==> src/rtl/corr_metric_pkg.sv <==
`default_nettype none
// +----------------------------------------------------------------------------+
// | Module   : corr_metric_pkg                                                 |
// | Brief    : Shared types and constants for the correlator metric consumer.  |
// | Revision : 1.0 - initial release                                           |
// +----------------------------------------------------------------------------+
package corr_metric_pkg;

  // Packet collection vs. serial division in progress
  typedef enum logic [0:0] {
    COLLECT = 1'b0,
    DIV     = 1'b1
  } state_e;

  // Packet layout: one byte per field, in arrival order
  localparam int PKT_LEN = 5;
  localparam int IDX_W   = 3;

  localparam logic [IDX_W-1:0] IDX_WINNUM  = 3'd0;
  localparam logic [IDX_W-1:0] IDX_X       = 3'd1;
  localparam logic [IDX_W-1:0] IDX_Y       = 3'd2;
  localparam logic [IDX_W-1:0] IDX_ISECT   = 3'd3;
  localparam logic [IDX_W-1:0] IDX_SYMDIFF = 3'd4;
  localparam logic [IDX_W-1:0] IDX_LAST    = IDX_SYMDIFF;

  // Serial divider: one quotient bit per cycle over a 16-bit dividend
  localparam int DIV_ITER  = 16;
  localparam int DIV_CNT_W = 4;

  // Offset that maps the signed covariance onto an unsigned byte
  localparam int COV_OFFSET = 128;

  // Offset-binary covariance: ({isect,8'h00} - x*y) >>> 8, plus offset, clamped to a byte.
  // 18 bits signed covers +65280 .. -65025 without overflow.
  function automatic logic [7:0] cov_metric(
    input logic [7:0] x,
    input logic [7:0] y,
    input logic [7:0] isect
  );
    logic        [15:0] prod;
    logic signed [17:0] c;
    logic signed [17:0] s;
    logic        [7:0]  res;
    prod = 16'(x) * 16'(y);
    c    = $signed({2'b00, isect, 8'h00}) - $signed({2'b00, prod});
    s    = (c >>> 8) + $signed(18'(COV_OFFSET));
    if (s < 0) begin
      res = 8'h00;
    end else if (s > 18'sd255) begin
      res = 8'hFF;
    end else begin
      res = s[7:0];
    end
    return res;
  endfunction

endpackage : corr_metric_pkg
`default_nettype wire

==> src/rtl/corr_metric_divSerial.sv <==
`default_nettype none
// +----------------------------------------------------------------------------+
// | Module   : divSerial                                                       |
// | Brief    : 16/8 restoring serial divider, one quotient bit per cycle.      |
// |            o_done/o_quot are presented combinationally during the final    |
// |            iteration so the consumer can register the result on that edge.|
// | Revision : 1.0 - initial release                                           |
// +----------------------------------------------------------------------------+
module divSerial
  import corr_metric_pkg::*;
(
  input  logic        i_clk,
  input  logic        i_rst_n,
  input  logic        i_en,
  input  logic        i_abort,
  input  logic        i_load,
  input  logic [15:0] i_dividend,
  input  logic [7:0]  i_divisor,
  output logic        o_busy,
  output logic        o_done,
  output logic [15:0] o_quot
);

  logic                 busy_q;
  logic [DIV_CNT_W-1:0] cnt_q;
  logic [15:0]          quot_q;   // holds remaining dividend bits, quotient shifts in at LSB
  logic [7:0]           rem_q;
  logic [7:0]           den_q;

  logic [8:0]  w_remShift;
  logic        w_fits;
  logic [8:0]  w_trial;
  logic [7:0]  w_remNext;
  logic [15:0] w_quotNext;
  logic        w_lastIter;

  // One restoring step: bring in the next dividend bit, subtract if it fits
  always_comb begin
    w_remShift = {rem_q, quot_q[15]};
    w_fits     = (w_remShift >= {1'b0, den_q});
    w_trial    = w_remShift - {1'b0, den_q};
    // When the trial does not fit, the shifted remainder is below den_q and so fits in 8 bits
    w_remNext  = w_fits ? w_trial[7:0] : w_remShift[7:0];
    w_quotNext = {quot_q[14:0], w_fits};
  end

  assign w_lastIter = (cnt_q == DIV_CNT_W'(DIV_ITER - 1));
  assign o_busy     = busy_q;
  assign o_done     = busy_q & i_en & ~i_abort & w_lastIter;
  assign o_quot     = w_quotNext;

  // Iteration state; abort has priority over a new load
  always_ff @(posedge i_clk or negedge i_rst_n) begin
    if (!i_rst_n) begin
      busy_q <= 1'b0;
      cnt_q  <= '0;
      quot_q <= '0;
      rem_q  <= '0;
      den_q  <= '0;
    end else if (i_en) begin
      if (i_abort) begin
        busy_q <= 1'b0;
        cnt_q  <= '0;
      end else if (i_load) begin
        busy_q <= 1'b1;
        cnt_q  <= '0;
        quot_q <= i_dividend;
        rem_q  <= '0;
        den_q  <= i_divisor;
      end else if (busy_q) begin
        quot_q <= w_quotNext;
        rem_q  <= w_remNext;
        cnt_q  <= cnt_q + DIV_CNT_W'(1);
        if (w_lastIter) begin
          busy_q <= 1'b0;
        end
      end
    end
  end

endmodule : divSerial
`default_nettype wire

==> src/rtl/corr_metric.sv <==
`default_nettype none
// +----------------------------------------------------------------------------+
// | Module   : corr_metric                                                     |
// | Brief    : Collects 5-byte correlator window packets and produces the Ham, |
// |            Cov and Dep metrics, with window-number continuity checking.    |
// | Revision : 1.0 - initial release                                           |
// +----------------------------------------------------------------------------+
module corr_metric
  import corr_metric_pkg::*;
#(
  parameter bit CHECK_SEQ   = 1'b1,
  parameter bit DEP_DENOM_X = 1'b0
) (
  input  logic       i_clk,
  input  logic       i_rst_n,
  input  logic       i_cg,
  input  logic       i_flush,
  input  logic [7:0] i_data,
  input  logic       i_valid,
  output logic       o_ready,
  output logic [7:0] o_winNum,
  output logic [7:0] o_ham,
  output logic [7:0] o_cov,
  output logic [7:0] o_dep,
  output logic       o_valid,
  output logic       o_seqErr
);

  state_e           state_q, state_d;
  logic [IDX_W-1:0] idx_q, idx_d;
  logic [7:0]       pkt_q [PKT_LEN];
  logic [7:0]       pkt_d [PKT_LEN];
  logic [7:0]       ham_q, ham_d;
  logic [7:0]       cov_q, cov_d;
  logic [7:0]       dep_q, dep_d;
  logic [7:0]       win_q, win_d;
  logic             valid_q, valid_d;
  logic             seqErr_q, seqErr_d;
  logic             armed_q, armed_d;

  logic        w_collect;
  logic        w_accept;
  logic        w_lastByte;
  logic        w_divLoad;
  logic [7:0]  w_denom;
  logic        w_divBusy;
  logic        w_divDone;
  logic [15:0] w_quot;
  logic [7:0]  w_dep;
  logic        w_seqBad;

  assign w_collect  = (state_q == COLLECT);
  // A flush in the same cycle drops the byte rather than storing it
  assign w_accept   = i_cg & i_valid & w_collect & ~i_flush;
  assign w_lastByte = (idx_q == IDX_LAST);
  assign w_divLoad  = w_accept & w_lastByte;
  assign w_denom    = DEP_DENOM_X ? pkt_q[IDX_X] : pkt_q[IDX_Y];

  // isect is already stored when the final byte arrives, so the divider loads from registers
  divSerial u_div (
    .i_clk      (i_clk),
    .i_rst_n    (i_rst_n),
    .i_en       (i_cg),
    .i_abort    (i_flush),
    .i_load     (w_divLoad),
    .i_dividend ({pkt_q[IDX_ISECT], 8'h00}),
    .i_divisor  (w_denom),
    .o_busy     (w_divBusy),
    .o_done     (w_divDone),
    .o_quot     (w_quot)
  );

  // Dep: zero denominator reports 0, quotients above a byte saturate
  always_comb begin
    if (w_denom == 8'h00) begin
      w_dep = 8'h00;
    end else if (|w_quot[15:8]) begin
      w_dep = 8'hFF;
    end else begin
      w_dep = w_quot[7:0];
    end
  end

  generate
    if (CHECK_SEQ) begin : g_seqChk
      assign w_seqBad = armed_q & (pkt_q[IDX_WINNUM] != (win_q + 8'd1));
    end else begin : g_seqOff
      assign w_seqBad = 1'b0;
    end
  endgenerate

  // Next-state: packet collection, result capture and flush handling
  always_comb begin
    state_d  = state_q;
    idx_d    = idx_q;
    pkt_d    = pkt_q;
    ham_d    = ham_q;
    cov_d    = cov_q;
    dep_d    = dep_q;
    win_d    = win_q;
    valid_d  = 1'b0;
    seqErr_d = seqErr_q;
    armed_d  = armed_q;

    if (i_flush) begin
      // Realign: metric outputs keep their last values
      state_d  = COLLECT;
      idx_d    = '0;
      armed_d  = 1'b0;
      seqErr_d = 1'b0;
    end else begin
      unique case (state_q)
        COLLECT: begin
          if (w_accept) begin
            pkt_d[idx_q] = i_data;
            if (w_lastByte) begin
              idx_d   = '0;
              state_d = DIV;
            end else begin
              idx_d = idx_q + 3'd1;
            end
          end
        end
        DIV: begin
          if (w_divDone) begin
            state_d = COLLECT;
            ham_d   = 8'hFF - pkt_q[IDX_SYMDIFF];
            cov_d   = cov_metric(pkt_q[IDX_X], pkt_q[IDX_Y], pkt_q[IDX_ISECT]);
            dep_d   = w_dep;
            win_d   = pkt_q[IDX_WINNUM];
            valid_d = 1'b1;
            armed_d = 1'b1;
            if (w_seqBad) begin
              seqErr_d = 1'b1;
            end
          end else if (!w_divBusy) begin
            // Divider idle while waiting on it: recover instead of stalling forever
            state_d = COLLECT;
          end
        end
        default: state_d = COLLECT;
      endcase
    end
  end

  // State registers; a low clock-gate enable freezes everything
  always_ff @(posedge i_clk or negedge i_rst_n) begin
    if (!i_rst_n) begin
      state_q  <= COLLECT;
      idx_q    <= '0;
      for (int i = 0; i < PKT_LEN; i++) begin
        pkt_q[i] <= '0;
      end
      ham_q    <= '0;
      cov_q    <= '0;
      dep_q    <= '0;
      win_q    <= '0;
      valid_q  <= 1'b0;
      seqErr_q <= 1'b0;
      armed_q  <= 1'b0;
    end else if (i_cg) begin
      state_q  <= state_d;
      idx_q    <= idx_d;
      pkt_q    <= pkt_d;
      ham_q    <= ham_d;
      cov_q    <= cov_d;
      dep_q    <= dep_d;
      win_q    <= win_d;
      valid_q  <= valid_d;
      seqErr_q <= seqErr_d;
      armed_q  <= armed_d;
    end
  end

  assign o_ready  = w_collect;
  assign o_winNum = win_q;
  assign o_ham    = ham_q;
  assign o_cov    = cov_q;
  assign o_dep    = dep_q;
  assign o_valid  = valid_q & i_cg;
  assign o_seqErr = seqErr_q;

endmodule : corr_metric
`default_nettype wire

==> config.mk <==
export PLATFORM = sky130hd
export DESIGN_NAME = corr_metric
export DESIGN_NICKNAME = d
export VERILOG_FILES = /design/src/rtl/corr_metric_pkg.sv /design/src/rtl/corr_metric_divSerial.sv /design/src/rtl/corr_metric.sv
export SDC_FILE = /design/constraint.sdc
export NUM_CORES = 1
export LEC_CHECK = 0
export BUFFER_PORTS_ARGS = -buffer_cell sky130_fd_sc_hd__buf_2
export CAP_MARGIN = 25
export CORE_AREA = 5 5 121 123
export DETAILED_ROUTE_END_ITERATION = 7
export DIE_AREA = 0 0 126 128
export PLACE_DENSITY = 0.78
export SYNTH_ARGS = -nofsm -noshare
export SYNTH_HDL_FRONTEND = slang
export SYNTH_HIERARCHICAL = 1
export SYNTH_SLANG_ARGS = --single-unit
==> constraint.sdc <==
create_clock -name i_clk -period 8.5 [get_ports i_clk]
set_input_delay 2.55 -clock i_clk [delete_from_list [all_inputs] [get_ports i_clk]]
set_output_delay 2.55 -clock i_clk [all_outputs]
set_load 0.01 [all_outputs]
---- After elaboration in Yosys (flattened, before gate mapping) ----
Index checks and enable logic that the tools add are counted.
Widths: inputs -> output; s select.
word-level totals
  register bits after elaboration ......... 116
  bits of input ports ..................... 13
  output and inout bits ................... 35
  word-level logic and storage cells ...... 104
cells by class
  add/subtract/negate cells ............... 7
  multiply operators ...................... 1
  order comparisons ....................... 5
  equality and inequality tests ........... 4
  mux-type cells .......................... 39
  bitwise gates (word level) .............. 12
  reduce and logical (&&, ||, !) cells .... 17
operators with widths
  operator              count
  $mux 8                8
  $bwmux 40             1
  $mux 16               2
  $demux 8 s3           1
  $mux 1                19
  $sub 16x16->17        1
  $mul 8x8->16          1
  $mux 3                4
  $mux 4                3
  $reduce_and 3->1      4
  $reduce_and 4->1      3
  $add 9x9->10 const B  1
  $gt 10x9->1 const B   1
  $lt 10x1->1 const B   1
  $reduce_bool 2->1     5
  $and 1x1->1           9
  $ge 9x8->1            1
  $add 8x1->8 const B   1
  $logic_not 8->1       1
  $ne 8x8->1            1
  $reduce_or 8->1       1
  $sub 8x8->8           1
  $sub 8x8->8 const A   1
  $add 4x1->4 const B   1
  12 further kinds      13

---- Longest topological paths before layout ----
Gate-level depths: netlist of run 1.
  depth after elaboration ................. 7
  gate-level depth with buffers ........... 24
  gate-level depth less buffers ........... 22

---- Cells and area by module ----
Netlist of run 1, hierarchy kept.
by module, submodules not included
  module       times used  cells each  area an instance (um^2)  seq. area each (um^2)
  corr_metric  1           577         5705.5                   1976.9
  divSerial    1           216         2140.8                   925.9

---- Least setup slack after synthesis of run 1 ----
Ideal clock, no wire load.
  kind .................................... reg2reg
  from .................................... reg pkt_q (netlist bit w_denom[4])
  to ...................................... reg cov_q[7], in the netlist o_cov[7]
  setup time .............................. 80 ps
  data arrival time ....................... 5507 ps
  path slack .............................. 2913 ps
  cell stages (with the launch flop) ...... 23
  buffers on the path ..................... 2
  period minus slack after synthesis ...... 5587 ps
  cell sequence ........................... dfrtp_1 -> clkbuf_1 -> and2_1 -> fa_1 -> inv_1 -> fa_1 -> fa_1 -> inv_1 -> fa_1 -> inv_1 -> ha_1 -> a21oi_1 -> o311ai_2 -> and3_4 -> a2111oi_4 -> nor3_4 -> a21oi_1 -> xor2_1 -> ha_1 -> clkbuf_1 -> xor2_1 -> mux2_4 -> o211ai_2
between the ends
  word-level cells in the longest chain between the ends .. 6
ends and longest elaborated chain
  element                 line                   RTL
  start, declared         corr_metric.sv:31      logic [7:0] pkt_q [PKT_LEN];
  start signal, assigned  corr_metric.sv:164     pkt_q <= pkt_d;
  $mul 8x8->16 *          corr_metric_pkg.sv:44  prod = 16'(x) * 16'(y);
  $sub 16x16->17 *        corr_metric_pkg.sv:45  c = $signed({2'b00, isect, 8'h00}) - $signed({2'b00, prod});
  $add 9x9->10 *          corr_metric_pkg.sv:46  s = (c >>> 8) + $signed(18'(COV_OFFSET));
  $gt 10x9->1             corr_metric_pkg.sv:49  end else if (s > 18'sd255) begin
  $mux 8                  corr_metric_pkg.sv:49
  $mux 8 *                corr_metric_pkg.sv:47  if (s < 0) begin
  end signal, assigned    corr_metric.sv:166     cov_q <= cov_d;
  end, declared           corr_metric.sv:34      logic [7:0] cov_q, cov_d;
Mark *: on every way between the ends. The rest lies on a longest branch, timed or not.
A chain may end at the register's enable or synchronous reset.

---- Final worst setup path of run 1 ----
Ends and elaborated chain as after synthesis.

==> flow_summary_export.csv, run 1 <==
group,metric,value,unit
die,fp.coreArea,13600,um2
drt,postRouteAntennaNets,0,
clock_tree,cts_inserted_buffers,17,
layout,drive_above_1_share,13.3,%
sta,skew,0.00698,ns
pwr,power.leakage,0.00430,uW
place,gp_congestion,0.849,
sta,setup_tns,0,ns
worst_setup_path,cp_max_fo,11,
yosys,netlist_area,7850,um2
clock_tree,root_buffer,"clkbuf_16",
worst_hold_path,worstHoldEndpoint,"o_ham[0]$_DFFE_PN0P_",
worst_setup_path,r2r_setup_slack,2.62,ns
yosys,yosysTopAreaCell,"dfrtp_1",
pwr,power,3840,uW
worst_setup_path,critPathBufInv,3,
drt,drc,0,
grt,antenna_found_initial,0,
worst_setup_path,path_cells,"and2_1 > fa_1 > inv_1 > fa_1 > fa_1 > inv_1 > fa_1 > inv_1 > ha_1 > a21oi_1 > o311ai_2 > and3_4 > a2111oi_4 > nor3_4 > a21oi_1 > xor2_1 > ha_1 > xor2_1 > nor3_1 > mux2i_1 > o211ai_2",
grt,first_global_vias,5780,
sta,min_period,5.88,ns
yosys,netlist-cell-type-count,62,
clock_tree,worstSkewPairLatency,0.41,ns
worst_setup_path,critPathTopFamily,"adder cells",
grt,track_usage,21.9,%
sta,finalSetupViolations,0,
pwr,ir_drop,466,uV
layout,syn2layout_area_growth,11.9,%
die,fp.dieW,126,um
yosys,synth_cells,793,
pwr,power_density,438,nW/um2
grt,grt_start_max_net_pins,73,
yosys,synth_top_area_share,37.0,%
drt,vias,5645,
grt,grt_pass1_wl,28400,um
worst_hold_path,min_path_cells,1,
layout,antenna_cells,0,
sta,setup_slack,2.62,ns
drt,wl_per_cell,16.2,um
worst_setup_path,r2r_end,"o_cov[7]$_DFFE_PN0P_",
sta,min_period_over_period,69.1,%
place,dp_hpwl,11500,um
yosys,avgSynthCellArea,9.89,um2
worst_hold_path,hp-class,"flop to flop",
grt,grt_overflow,0,
status,status,"finished, final reports clean",
die,die_height,128,um
sta,final_max_slew_viol_count,0,
clock_tree,cts_sinks,116,
clock_tree,cts_resized,0,
worst_setup_path,cp-end-kind,"flop",
yosys,ys_seq_area_share,37.0,%
drt,wirelength,16400,um
worst_setup_path,path_common_cell,"fa_1",
worst_setup_path,critical-path-max-stage-delay,0.54,ns
place,io_buffers,47,
layout,design_area,8780,um2
yosys,yosysWarnings,6,
clock_tree,cts.clk_slew.worst_paths,0.06,ns
yosys,yosys_register_bits,116,
clock_tree,hold_buffers,0,
sta,rsz0062_at_grt,"false",
sta,worst_slew_pin_slew,0.891,ns
worst_setup_path,slowest_stage,"fa_1",
worst_setup_path,crit_type,"flop to flop",
sta,hold_viol_final,0,
place,dpl_cell_area,8120,um2
yosys,synth-edff-count,0,
yosys,synth_area_leaders,"dfrtp_1, fa_1, ha_1",
layout,fill_cells,1038,
sta,slew_headroom,40.6,%
die,num_rows,43,
clock_tree,cts_max_level,4,
die,start_util,57.9,%
worst_hold_path,min_from,"pkt_q[0]$_DFFE_PN0P_",
worst_setup_path,crit_arrival,6.16,ns
yosys,synth_common_cells,"nand2_1, dfrtp_1, inv_1",
clock_tree,cts_tree,"built",
sta,fmax,0.170,GHz
place,dpl_worst_slack,2.76,ns
layout,instances_no_fill,1015,
yosys,yosysMostFrequentCell,"nand2_1",
layout,nets,930,
drt,via_per_inst,5.56,
yosys,ys.flop_type,"dfrtp_1",
worst_setup_path,timing.rr.start,"w_denom[4]$_DFFE_PN0P_",
clock_tree,clock_path_buffers,2,
die,num_io_pins,48,
worst_setup_path,cp.required,8.78,ns
drt,drt_iter0_drc,293,
clock_tree,cts_setup_buffers,0,
run,drv_cap,0,
drt,dr.pass1.iters,5,
die,dieArea,16100,um2
worst_setup_path,start_kind,"flop",
yosys,synthArstFlopShare,100,%
place,dpl.cell_count,983,
worst_setup_path,rr_worst_depth,21,
-- power by group --
group,internal [uW],switching (uW)
Sequential,596,93.0
Combinational,995,1350
Clock,534,271
-- worst max-delay path by stage --
stage / startpoint / to / slack, ns / cells after the start
2_1_floorplan: w_denom[4]$_DFFE_PN0P_ / o_cov[7]$_DFFE_PN0P_ / 2.91 / 22
3_3_place_gp: w_denom[4]$_DFFE_PN0P_ / o_cov[7]$_DFFE_PN0P_ / 2.88 / 20
3_5_place_dp: w_denom[3]$_DFFE_PN0P_ / o_cov[7]$_DFFE_PN0P_ / 2.76 / 21
4_1_cts: w_denom[4]$_DFFE_PN0P_ / o_cov[7]$_DFFE_PN0P_ / 2.58 / 21
5_1_grt: w_denom[7]$_DFFE_PN0P_ / o_cov[7]$_DFFE_PN0P_ / 2.30 / 20
6_report: w_denom[4]$_DFFE_PN0P_ / o_cov[7]$_DFFE_PN0P_ / 2.62 / 21
-- logic make-up after synthesis --
logic type | Yosys count | share of synthesized area [%]
AOI/OAI and AO/OA | 113 | 9.27
xor gates and xnor gates | 23 | 2.57
adders and majority gates | 95 | 19.4
buffers and inverters | 145 | 7.89
DFF | 116 | 37.0
muxes | 70 | 9.78
other | 1 | 0.0478
and+or+nand+nor | 230 | 14.1
-- routing by layer --
| layer | part of all wire, % | GRT usage [%] | routed length (um) |
|---|---|---|---|
| met5 | 0 | 0 | 0 |
| met1 | 45 | 29.3 | 7330 |
| met4 | 2.1 | 7.38 | 340 |
| met3 | 3.9 | 4.17 | 647 |
| met2 | 49 | 36.1 | 8120 |
-- state kept, by name, summed over array words and instances (netlist names) --
| signal | count |
|---|---|
| u_div/den_q | 8 |
| state_q | 1 |
| idx_q | 3 |
| armed_q | 1 |
| pkt_q | 32 |
| o_ham | 8 |
| u_div/rem_q | 8 |
| o_dep | 8 |
| o_cov | 8 |
| o_seqErr | 1 |
| w_denom | 8 |
| o_winNum | 8 |
| u_div/quot_q | 16 |
| u_div/cnt_q | 4 |
| u_div/o_busy | 1 |
| valid_q | 1 |
-- layout make-up --
type | count | area, um2 | area share, %
well taps | 180 | 225 | 2.57
multi-input cells | 539 | 4350 | 49.6
clock buffers | 19 | 443 | 5.04
clock inverters | 13 | 219 | 2.49
repair buffers | 52 | 275 | 3.14
flip-flops and latches | 116 | 2900 | 33.1
inverters | 96 | 360 | 4.10
-- metrics by stage --
stage | hold slack [ns] | utilization [%]
after global placement | 0.433 | 59.9
after floorplan | 0.423 | -
after global routing | 0.479 | 64.8
final | 0.455 | 64.8
after CTS | 0.451 | 64.8
after detailed placement | 0.448 | 59.9
-- cells in the final DEF (no fill, tap or decap), drive strengths merged, types with 11 or more instances in the layout --
master / netlist / routed
nand2: 131 / 131
dfrtp: 116 / 116
inv: 96 / 101
o21ai: 58 / 58
buf: 21 / 52
ha: 51 / 51
mux2: 50 / 50
fa: 44 / 44
nor2: 26 / 26
mux2i: 20 / 20
and2: 19 / 19
clkbuf: 28 / 19
a21oi: 14 / 14
xnor2: 14 / 14
nand3: 11 / 11
Power figures use the tool's default switching activity.
==> run 2, diff against run 1 <==
Clock period 8.5 ns to 5.5 ns, I/O delays scaled along.
==> flow_summary_export.csv, run 2 (synthesis results as in run 1) <==
group,metric,value,unit
status,status,"finished, final reports clean",
worst_hold_path,worstHoldEndpoint,"o_ham[5]$_DFFE_PN0P_",
drt,drt_iter0_drc,309,
grt,grt_overflow,0,
worst_setup_path,critical-path-max-stage-delay,0.57,ns
layout,fill_cells,1051,
layout,most-common-layout-cells,"nand2_1, dfrtp_1, inv_1",
worst_setup_path,start_kind,"flop",
sta,min_period_over_period,96.8,%
worst_setup_path,rr_worst_depth,21,
clock_tree,cts_inserted_buffers,17,
layout,utilization,66.5,%
place,gp_congestion,0.861,
layout,antenna_cells,0,
clock_tree,cts_sinks,116,
layout,drive_above_1_share,18.5,%
sta,min_period,5.33,ns
worst_setup_path,r2r_setup_slack,0.17,ns
grt,antenna_found_initial,0,
run,drv_cap,0,
drt,wl_met1,7430,um
layout,syn2layout_area_growth,14.9,%
sta,slew_headroom,35.2,%
die,fp.coreArea,13600,um2
sta,finalSetupViolations,0,
worst_hold_path,hp-class,"flop to flop",
clock_tree,cts.clk_slew.worst_paths,0.06,ns
drt,drc,0,
drt,via_per_inst,5.54,
place,io_buffers,47,
sta,worst_slew_pin_slew,0.971,ns
clock_tree,hold_buffers,0,
worst_setup_path,crit_arrival,5.68,ns
drt,wirelength,17700,um
worst_setup_path,crit_type,"flop to flop",
place,dp_hpwl,12300,um
die,num_io_pins,48,
grt,grt_pass1_wl,29600,um
die,start_util,57.9,%
die,dieArea,16100,um2
layout,top_regs,"pkt_q: 32 flops, u_div/quot_q: 16 flops",
clock_tree,clock_path_buffers,2,
grt,first_global_vias,5975,
worst_setup_path,path_cells,"buf_4 > nand2_1 > fa_1 > inv_1 > fa_1 > inv_1 > fa_1 > inv_1 > fa_1 > inv_1 > ha_2 > nand2_1 > nor2_4 > a2111oi_4 > nor3_4 > a21oi_2 > xor2_1 > ha_2 > xor2_2 > mux2_4 > o211ai_2",
worst_hold_path,min_from,"pkt_q[5]$_DFFE_PN0P_",
sta,skew,0.00834,ns
drt,wl_met2,8940,um
layout,final_common_cell,"nand2_1",
drt,highest_layer,"met4",
sta,hold_viol_final,0,
drt,vias,5759,
worst_hold_path,min_path_cells,1,
layout,nets,954,
die,num_rows,43,
layout,largest_reg_flops,32,
grt,grt_start_max_net_pins,43,
grt,track_usage,23.1,%
worst_setup_path,r2r_end,"o_cov[7]$_DFFE_PN0P_",
worst_setup_path,cp-end-kind,"flop",
worst_setup_path,cp.required,5.85,ns
clock_tree,worstSkewPairLatency,0.42,ns
clock_tree,root_buffer,"clkbuf_16",
layout,largest_register,"pkt_q",
worst_setup_path,slowest_stage,"fa_1",
drt,wl_per_cell,17.0,um
die,die_height,128,um
drt,met3WireLength,802,um
worst_setup_path,timing.rr.start,"pkt_q[28]$_DFFE_PN0P_",
clock_tree,cts_tree,"built",
drt,postRouteAntennaNets,0,
sta,final_max_slew_viol_count,0,
die,fp.dieW,126,um
clock_tree,cts_max_level,4,
worst_setup_path,cp_max_fo,5,
drt,dr.pass1.iters,5,
sta,fmax,0.188,GHz
==> run 2: changes by cell type in the layout (fill, tap and decap cells not counted), moves of 2 or more <==
cell        previous run  this run
buf_4                  6        29
dfrtp_1              116       108
dfrtp_2                0         8
clkinv_2               0         4
ha_1                  51        47
a21oi_1               14        11
ha_2                   0         3
inv_6                  5         2
a21oi_2                0         2
clkinv_4               2         0
clkinvlp_4             1         3
nand2_1              131       129
nand2_2                0         2
==> run 2: critical path: cells and delay by family (launching register included) <==
family                   cells  cell delay (ns)
AO/OA/AOI/OAI                3             0.65
XOR/XNOR                     2             0.35
adder cells (fa/ha/maj)      6             2.83
buffers and inverters        5             0.40
flip-flops                   1             0.37
multiplexers                 1             0.28
AND/OR/NAND/NOR              4             0.36
==> run 2: layer usage <==
metal / global-route usage [%] / up-vias
met3: 4.04 / 36
met5: 0 / -
met2: 39.8 / 140
met4: 8.71 / 0
li1: - / 2706
met1: 29.2 / 2877
==> run 2: worst max path at each step <==
stage,from,end,slack (ns),depth (start not counted)
finish,pkt_q[28]$_DFFE_PN0P_,o_cov[7]$_DFFE_PN0P_,0.17,21
global route,pkt_q[28]$_DFFE_PN0P_,o_cov[7]$_DFFE_PN0P_,-0.03,24
CTS,pkt_q[28]$_DFFE_PN0P_,o_cov[7]$_DFFE_PN0P_,0.02,21
detailed placement,w_denom[6]$_DFFE_PN0P_,o_cov[7]$_DFFE_PN0P_,-0.04,20
global placement,pkt_q[29]$_DFFE_PN0P_,o_cov[7]$_DFFE_PN0P_,0.15,20
floorplan,w_denom[4]$_DFFE_PN0P_,o_cov[7]$_DFFE_PN0P_,0.01,22
==> run 2: stage by stage <==
| step | instance area (um2) | cells | setup WS (ns) | setup TNS, ns | hold WS [ns] |
|---|---|---|---|---|---|
| after floorplan | 7880 | 800 | 0.0139 | 0 | 0.423 |
| after global placement | 8230 | 998 | 0.153 | 0 | 0.431 |
| after detailed placement | 8230 | 998 | -0.0373 | -0.0373 | 0.445 |
| after CTS | 8880 | 1031 | 0.0224 | 0 | 0.450 |
| after global routing | 9020 | 1039 | -0.0343 | -0.0343 | 0.468 |
| final | 9020 | 1039 | 0.174 | 0 | 0.450 |
==> run 2: layout make-up <==
class	count	area, um2	area share (%)
inverters	96	360	4.00
well taps	180	225	2.50
clock inverters	13	180	2.00
multi-input cells	539	4440	49.2
repair buffers	76	459	5.09
clock buffers	19	443	4.91
flip-flops and latches	116	2910	32.3
==> run 2: repair_timing <==
| item | 4_1_cts | 5_1_grt |
|---|---|---|
| setup endpoints to repair | 3 | 6 |
| buffers inserted | 1 | 9 |
| resized for setup | 7 | 20 |
| pin swaps | 1 | 13 |
Power of run 2 is not shown: default switching activity piles up to over one toggle a cycle in this logic, so the estimate is an artifact.
